<file path="src/rtl/sram_obi_pkg.sv">
// Shared types for the OBI-to-SRAM bridge: FSM states, response entry layout
// and the handshake parity helper.
package sram_obi_pkg;

  typedef enum logic [1:0] {
    IDLE   = 2'd0,
    ACCESS = 2'd1,
    ERR    = 2'd2
  } state_e;

  // Response entry layout at the default 32-bit data width; the top builds the
  // same {data, err, we} layout at its configured width.
  localparam int RSP_DATA_WIDTH = 32;

  typedef struct packed {
    logic [RSP_DATA_WIDTH-1:0] data;
    logic                      err;
    logic                      we;
  } rsp_entry_t;

  // A handshake signal and its inverted copy must always differ.
  function automatic logic hs_pair_ok(input logic sig, input logic inv);
    return sig ^ inv;
  endfunction

endpackage

</file>
<file path="src/rtl/sram_obi_rsp_fifo.sv">
// Two-entry response FIFO with registered storage; the head entry is read
// straight from a storage register.
module sram_obi_rsp_fifo #(
  parameter int WIDTH = 34
) (
  input  logic             clk,
  input  logic             rst_n,
  input  logic             push,
  input  logic [WIDTH-1:0] wdata,
  input  logic             pop,
  output logic [WIDTH-1:0] rdata,
  output logic             full,
  output logic             empty
);

  logic [WIDTH-1:0] mem_r [2];
  logic             wr_ptr_r;
  logic             rd_ptr_r;
  logic [1:0]       count_r;
  logic             do_push_s;
  logic             do_pop_s;

  assign full      = (count_r == 2'd2);
  assign empty     = (count_r == 2'd0);
  assign do_pop_s  = pop & ~empty;
  // A push into a full FIFO is only taken when the head leaves in the same cycle.
  assign do_push_s = push & (~full | do_pop_s);
  assign rdata     = mem_r[rd_ptr_r];

  // Storage, pointers and occupancy count.
  always_ff @(posedge clk or negedge rst_n) begin
    if (!rst_n) begin
      mem_r[0] <= '0;
      mem_r[1] <= '0;
      wr_ptr_r <= 1'b0;
      rd_ptr_r <= 1'b0;
      count_r  <= 2'd0;
    end else begin
      if (do_push_s) begin
        mem_r[wr_ptr_r] <= wdata;
        wr_ptr_r        <= ~wr_ptr_r;
      end
      if (do_pop_s) begin
        rd_ptr_r <= ~rd_ptr_r;
      end
      case ({do_push_s, do_pop_s})
        2'b10:   count_r <= count_r + 2'd1;
        2'b01:   count_r <= count_r - 2'd1;
        default: count_r <= count_r;
      endcase
    end
  end

endmodule

</file>
<file path="src/rtl/sram_obi_bridge.sv">
// OBI front-end for the single-port SRAM wrapper: range check, one outstanding
// SRAM access, buffered responses. Optional feature macro: SRAM_PARITY_CHK_EN.
module sram_obi_bridge
  import sram_obi_pkg::*;
#(
  parameter int                    DATA_WIDTH = 32,
  parameter int                    NUM_WORDS  = 1024,
  parameter int                    ADDR_WIDTH = 32,
  parameter logic [ADDR_WIDTH-1:0] BASE_ADDR  = 32'h0000_0000
) (
  input  logic                         clk_i,
  input  logic                         rst_ni,
  input  logic                         obi_req_i,
  output logic                         obi_gnt_o,
  input  logic [ADDR_WIDTH-1:0]        obi_addr_i,
  input  logic                         obi_we_i,
  input  logic [DATA_WIDTH/8-1:0]      obi_be_i,
  input  logic [DATA_WIDTH-1:0]        obi_wdata_i,
  output logic                         obi_rvalid_o,
  input  logic                         obi_rready_i,
  output logic [DATA_WIDTH-1:0]        obi_rdata_o,
  output logic                         obi_err_o,
  output logic                         sram_req_o,
  output logic                         sram_we_o,
  output logic                         sram_rready_o,
  output logic [$clog2(NUM_WORDS)-1:0] sram_addr_o,
  output logic [DATA_WIDTH-1:0]        sram_wdata_o,
  output logic [DATA_WIDTH/8-1:0]      sram_be_o,
  input  logic [DATA_WIDTH-1:0]        sram_rdata_i,
  input  logic                         sram_gnt_i,
  input  logic                         sram_gntpar_i,
  input  logic                         sram_rvalid_i,
  input  logic                         sram_rvalidpar_i,
  output logic                         parity_err_o
);

  localparam int BE_WIDTH = DATA_WIDTH / 8;
  localparam int SRAM_AW  = $clog2(NUM_WORDS);
  localparam int OFF_BITS = $clog2(BE_WIDTH);
  localparam logic [ADDR_WIDTH:0] MEM_BYTES = (ADDR_WIDTH+1)'(NUM_WORDS * BE_WIDTH);

  typedef struct packed {
    logic [DATA_WIDTH-1:0] data;
    logic                  err;
    logic                  we;
  } rsp_t;

  localparam int RSP_WIDTH = $bits(rsp_t);

  state_e                state_r;
  logic                  we_r;
  logic [ADDR_WIDTH-1:0] offset_s;
  logic                  in_range_s;
  logic                  idle_s;
  logic                  fifo_full_s;
  logic                  fifo_empty_s;
  logic                  push_s;
  logic                  pop_s;
  logic                  hs_err_s;
  rsp_t                  push_entry_s;
  rsp_t                  head_s;

  // The lower-bound test keeps addresses below the base from wrapping into range.
  assign offset_s   = obi_addr_i - BASE_ADDR;
  assign in_range_s = (obi_addr_i >= BASE_ADDR) && ({1'b0, offset_s} < MEM_BYTES);
  assign idle_s     = (state_r == IDLE);

  assign obi_gnt_o     = idle_s & obi_req_i & ~fifo_full_s & (sram_gnt_i | ~in_range_s);
  assign sram_req_o    = idle_s & obi_req_i & in_range_s & ~fifo_full_s;
  assign sram_we_o     = obi_we_i;
  assign sram_addr_o   = offset_s[OFF_BITS +: SRAM_AW];
  assign sram_wdata_o  = obi_wdata_i;
  assign sram_be_o     = obi_be_i;
  assign sram_rready_o = 1'b1;

  // Transaction FSM; remembers the access direction for the response.
  always_ff @(posedge clk_i or negedge rst_ni) begin
    if (!rst_ni) begin
      state_r <= IDLE;
      we_r    <= 1'b0;
    end else begin
      case (state_r)
        IDLE: begin
          if (obi_gnt_o) begin
            we_r    <= obi_we_i;
            state_r <= in_range_s ? ACCESS : ERR;
          end
        end
        ACCESS: begin
          if (sram_rvalid_i) begin
            state_r <= IDLE;
          end
        end
        ERR:     state_r <= IDLE;
        default: state_r <= IDLE;
      endcase
    end
  end

  // Response entry built from the SRAM return or the range error.
  always_comb begin
    push_s       = 1'b0;
    push_entry_s = '0;
    case (state_r)
      ACCESS: begin
        push_s            = sram_rvalid_i;
        push_entry_s.data = we_r ? '0 : sram_rdata_i;
        push_entry_s.err  = hs_err_s;
        push_entry_s.we   = we_r;
      end
      ERR: begin
        push_s           = 1'b1;
        push_entry_s.err = 1'b1;
        push_entry_s.we  = we_r;
      end
      default: begin
        push_s       = 1'b0;
        push_entry_s = '0;
      end
    endcase
  end

  sram_obi_rsp_fifo #(
    .WIDTH(RSP_WIDTH)
  ) u_rsp_fifo (
    .clk   (clk_i),
    .rst_n (rst_ni),
    .push  (push_s),
    .wdata (push_entry_s),
    .pop   (pop_s),
    .rdata (head_s),
    .full  (fifo_full_s),
    .empty (fifo_empty_s)
  );

  assign obi_rvalid_o = ~fifo_empty_s;
  assign pop_s        = obi_rvalid_o & obi_rready_i;
  assign obi_rdata_o  = (obi_rvalid_o & ~head_s.we) ? head_s.data : '0;
  assign obi_err_o    = obi_rvalid_o & head_s.err;

`ifdef SRAM_PARITY_CHK_EN
  logic parity_err_r;

  assign hs_err_s = ~hs_pair_ok(sram_gnt_i, sram_gntpar_i)
                  | ~hs_pair_ok(sram_rvalid_i, sram_rvalidpar_i);

  // Sticky handshake parity flag, cleared only by reset.
  always_ff @(posedge clk_i or negedge rst_ni) begin
    if (!rst_ni) begin
      parity_err_r <= 1'b0;
    end else if (hs_err_s) begin
      parity_err_r <= 1'b1;
    end
  end

  assign parity_err_o = parity_err_r;
`else
  // Parity copies are ignored; the AND keeps them referenced.
  assign hs_err_s     = 1'b0 & (sram_gntpar_i ^ sram_rvalidpar_i);
  assign parity_err_o = 1'b0;
`endif

endmodule

</file>
<file path="config.mk">
export PLATFORM = sky130hd
export DESIGN_NAME = sram_obi_bridge
export DESIGN_NICKNAME = d
export VERILOG_FILES = /design/src/rtl/sram_obi_pkg.sv /design/src/rtl/sram_obi_rsp_fifo.sv /design/src/rtl/sram_obi_bridge.sv
export SDC_FILE = /design/constraint.sdc
export NUM_CORES = 1
export LEC_CHECK = 0
export ABC_AREA = 1
export BUFFER_PORTS_ARGS = -buffer_cell sky130_fd_sc_hd__buf_2
export CAP_MARGIN = 5
export CORE_MARGIN = 1
export CORE_UTILIZATION = 50
export DETAILED_ROUTE_END_ITERATION = 8
export PLACE_DENSITY = 0.84
export SYNTH_ARGS = -nofsm -noshare
export SYNTH_HDL_FRONTEND = slang
export SYNTH_SLANG_ARGS = --single-unit
</file>
<file path="constraint.sdc">
create_clock -name clk_i -period 5.4 [get_ports clk_i]
set_input_delay 0.54 -clock clk_i [delete_from_list [all_inputs] [get_ports clk_i]]
set_output_delay 0.54 -clock clk_i [all_outputs]
set_load 0.01 [all_outputs]
</file>
==> summary.md <==
| Metric | Value |
|---|---|
| Status | complete, no violations |
| Final Max Slew Viols | 0 |
| Largest net degree at the start of global routing | 76 |
| Setup TNS Final | 0 ns |
| Power density cells | 343 nW/um^2 |
| Port Buf Inserts | 95 |
| Gr busiest metal | met2 |
| Slew margin rel. | 18.3% |
| Die W | 95.5 um |
| Clock Latency Late Sink | 0.36 ns |
| Register area | 1880 um^2 |
| Io pins | 194 |
| Most common cell after layout, fill and taps aside | nand2_1 |
| Cts repair resizes | 0 |
| VDD IR max | 0.000286 V |
| Hpwl dp | 6.10 mm |
| Seq/Total Area, Yosys | 43.0% |
| Gpl congestion | 0.790 |
| Detailed Routing Iterations Pass 1 | 5 |
| Synth Instances | 596 |
| Post-CTS setup buffers | 0 |
| Max Cap Violations | 0 |
| Clock buffer count from CTS | 9 |
| Synth Register Bits | 75 |
| Die height | 95.5 um |
| Crit end category | output pin |
| Net Count, Synth | 710 |
| Sw power | 0.679 mW |
| Routed Antenna Nets | 0 |
| Fillcell total | 814 |
| Sequential Power Share | 47.9% |
| Avg Cell Area, Syn | 7.33 um^2 |
| Finished Cell Area | 4620 um^2 |
| RSZ-0062 raised after global routing | no |
| # diodes | 0 |
| Synth top area share | 43.0% |
| Remaining Overflow, GRT | 0 |
| Final min period | 3.54 ns |
| Met3 usage | 4.39% |
| GRT Total Usage | 21.7% |
| Worst path required time | 4.86 ns |
| Placed cell area | 4450 um^2 |
| Vias per inst | 5.01 |
| DIE AREA | 9110 um^2 |
| Most frequent cells in the layout | 185 x nand2_1, 112 x nor2_1, 94 x buf_2, 74 x dfrtp_1, 46 x inv_1 |
| Synth area leader | dfrtp_1 |
| Drt wl/cell | 12.8 um |
| Cell-internal power | 0.904 mW |
| Clock skew | 0.0121 ns |
| Synth Cell Area | 4370 um^2 |
| Setup Viol. Count Final | 0 |
| Power Total | 1.58 mW |
| H-tree depth | 3 |
| HP Class | primary input to async pin |
| Met2 usage | 38.4% |
| Vias in the first global route | 3,402 |
| CTS Root Cell | clkbuf_8 |
| Layout Nets | 739 |
| Layout area overhead | 5.76% |
| Hold-fix buffers, CTS | 0 |
| Period utilization | 65.5% |
| Cell Rows | 33 |
| Critical Setup Path Class | flip-flop to output pin |
| Crit path max fanout | 68 |
| Startpoint Class | flip-flop |
| Hold Fails Final Rpt | 0 |
| Synth cell types | 27 |
| Clock Tree Buf Depth | 2 |
| Power share of the combinational group | 28.1% |
| Area of the multi-input gates | 1760 um^2 |
| Dominant cells by area after synthesis | dfrtp_1 43%, nand2_1 16%, nor2_1 9.6% |
| Worst-Margin Slew | 1.23 ns |
| Initial antenna violation count | 0 |
| Setup slack, reg-to-reg | 2.71 ns |
| Post-Route WL | 9.39 mm |
| Global-route wire length before repair | 15.2 mm |
| Hold Worst Slack | 0.316 ns |
| Switching share of power | 42.9% |
| Setup ws final | 1.86 ns |
| TritonCTS clock tree | done |
| DR vias | 3,680 |
| Clk pwr share | 24.0% |
| DRC | 0 |
| Post-Place Worst Slack | 2.24 ns |
| YS warnings | 0 |
| Starting Density | 52.4% |
| Arrival time at the worst endpoint | 3.00 ns |
| # clock sinks | 75 |
| Reg clk slew, reported paths | 0.08 ns |
| Layout cell share with drive strength beyond 1 | 23.5% |
| P_leak | 2.48 nW |
| Core area | 8340 um^2 |
| Met1 Use GR | 26.1% |
| Fmax | 283 MHz |
| DR iter-0 viols | 174 |
==> layer usage <==
metal	vias up	wire [um]
met3	19	591
met1	1708	4070
li1	1807	-
met5	-	0
met2	146	4590
met4	0	136
==> registers in the layout (all words and copies together), names as in the netlist <==
name / count
u_rsp_fifo.mem_r: 68
u_rsp_fifo.rd_ptr_r: 1
u_rsp_fifo.wr_ptr_r: 1
u_rsp_fifo.count_r: 2
state_r: 2
we_r: 1
==> cells in the mapped netlist <==
cell type / n
a21oi_1: 34
a21oi_2: 1
and2_1: 1
buf_1: 3
buf_2: 9
buf_4: 53
buf_6: 6
clkbuf_1: 9
conb_1: 2
dfrtp_1: 75
ha_1: 5
inv_1: 46
inv_2: 2
nand2_1: 185
nand2_2: 2
nand3_1: 4
nand3_2: 1
nand4_1: 1
nor2_1: 112
nor2_2: 2
nor2_4: 1
nor3_1: 1
o21ai_0: 6
o21ai_1: 8
o21ai_2: 24
xnor2_1: 1
xor2_1: 2
==> cell type report <==
| type | instances | share of cell area [%] |
|---|---|---|
| Multi-Input combinational cell | 393 | 38.1 |
| Timing Repair Buffer | 98 | 10.8 |
| Sequential cell | 75 | 40.7 |
| Inverter | 48 | 3.90 |
| Clock inverter | 7 | 0.975 |
| Clock buffer | 9 | 2.68 |
| Tap cell | 105 | 2.84 |
==> worst max-delay path, cell delays in order, from the launching register on <==
cell     delay [ns]
dfrtp_2        1.14
inv_1          0.15
nand2_1        0.10
nand3_1        0.52
buf_4          0.44
nor2_1         0.13
buf_2          0.15
==> cell families after synthesis <==
kind of cell / after synthesis / synth area share, %
DFF: 75 / 43.0
xor gates and xnor gates: 3 / 0.602
and+or+nand+nor: 310 / 27.4
adders and majority gates: 5 / 1.43
buffers and inverters: 128 / 16.8
AOI/OAI and AO/OA: 73 / 10.5
other: 2 / 0.172
==> per-stage QoR <==
stage / cells / utilization [%]
after global placement: 719 / 53.3
after global routing: 735 / 55.4
after CTS: 735 / 55.4
after floorplan: 596 / -
after detailed placement: 719 / 53.3
final: 735 / 55.4
==> path summary, 6_finish.rpt <==
path | depth (start not counted) | to | start
hold reg to reg | 2 | u_rsp_fifo.mem_r[2] | u_rsp_fifo.mem_r[2]
hold / removal | 1 | u_rsp_fifo.mem_r[58] | rst_ni
min in group clk_i | 3 | we_r | obi_we_i
max in group asynchronous | 1 | u_rsp_fifo.rd_ptr_r | rst_ni
setup / recovery | 6 | obi_rdata_o[4] | u_rsp_fifo.rd_ptr_r
setup reg to reg | 8 | u_rsp_fifo.mem_r[27] | state_r[1]
==> power groups by stage <==
stage | sequential [mW] | combinational (mW) | clock, mW
after floorplan | 0.650 | 0.490 | 0
after global placement | 0.762 | 0.435 | 0
after detailed placement | 0.766 | 0.452 | 0
after CTS | 0.756 | 0.453 | 0.390
after global routing | 0.772 | 0.500 | 0.413
final | 0.758 | 0.446 | 0.380
Note: power is estimated with default switching activity, not from simulation.
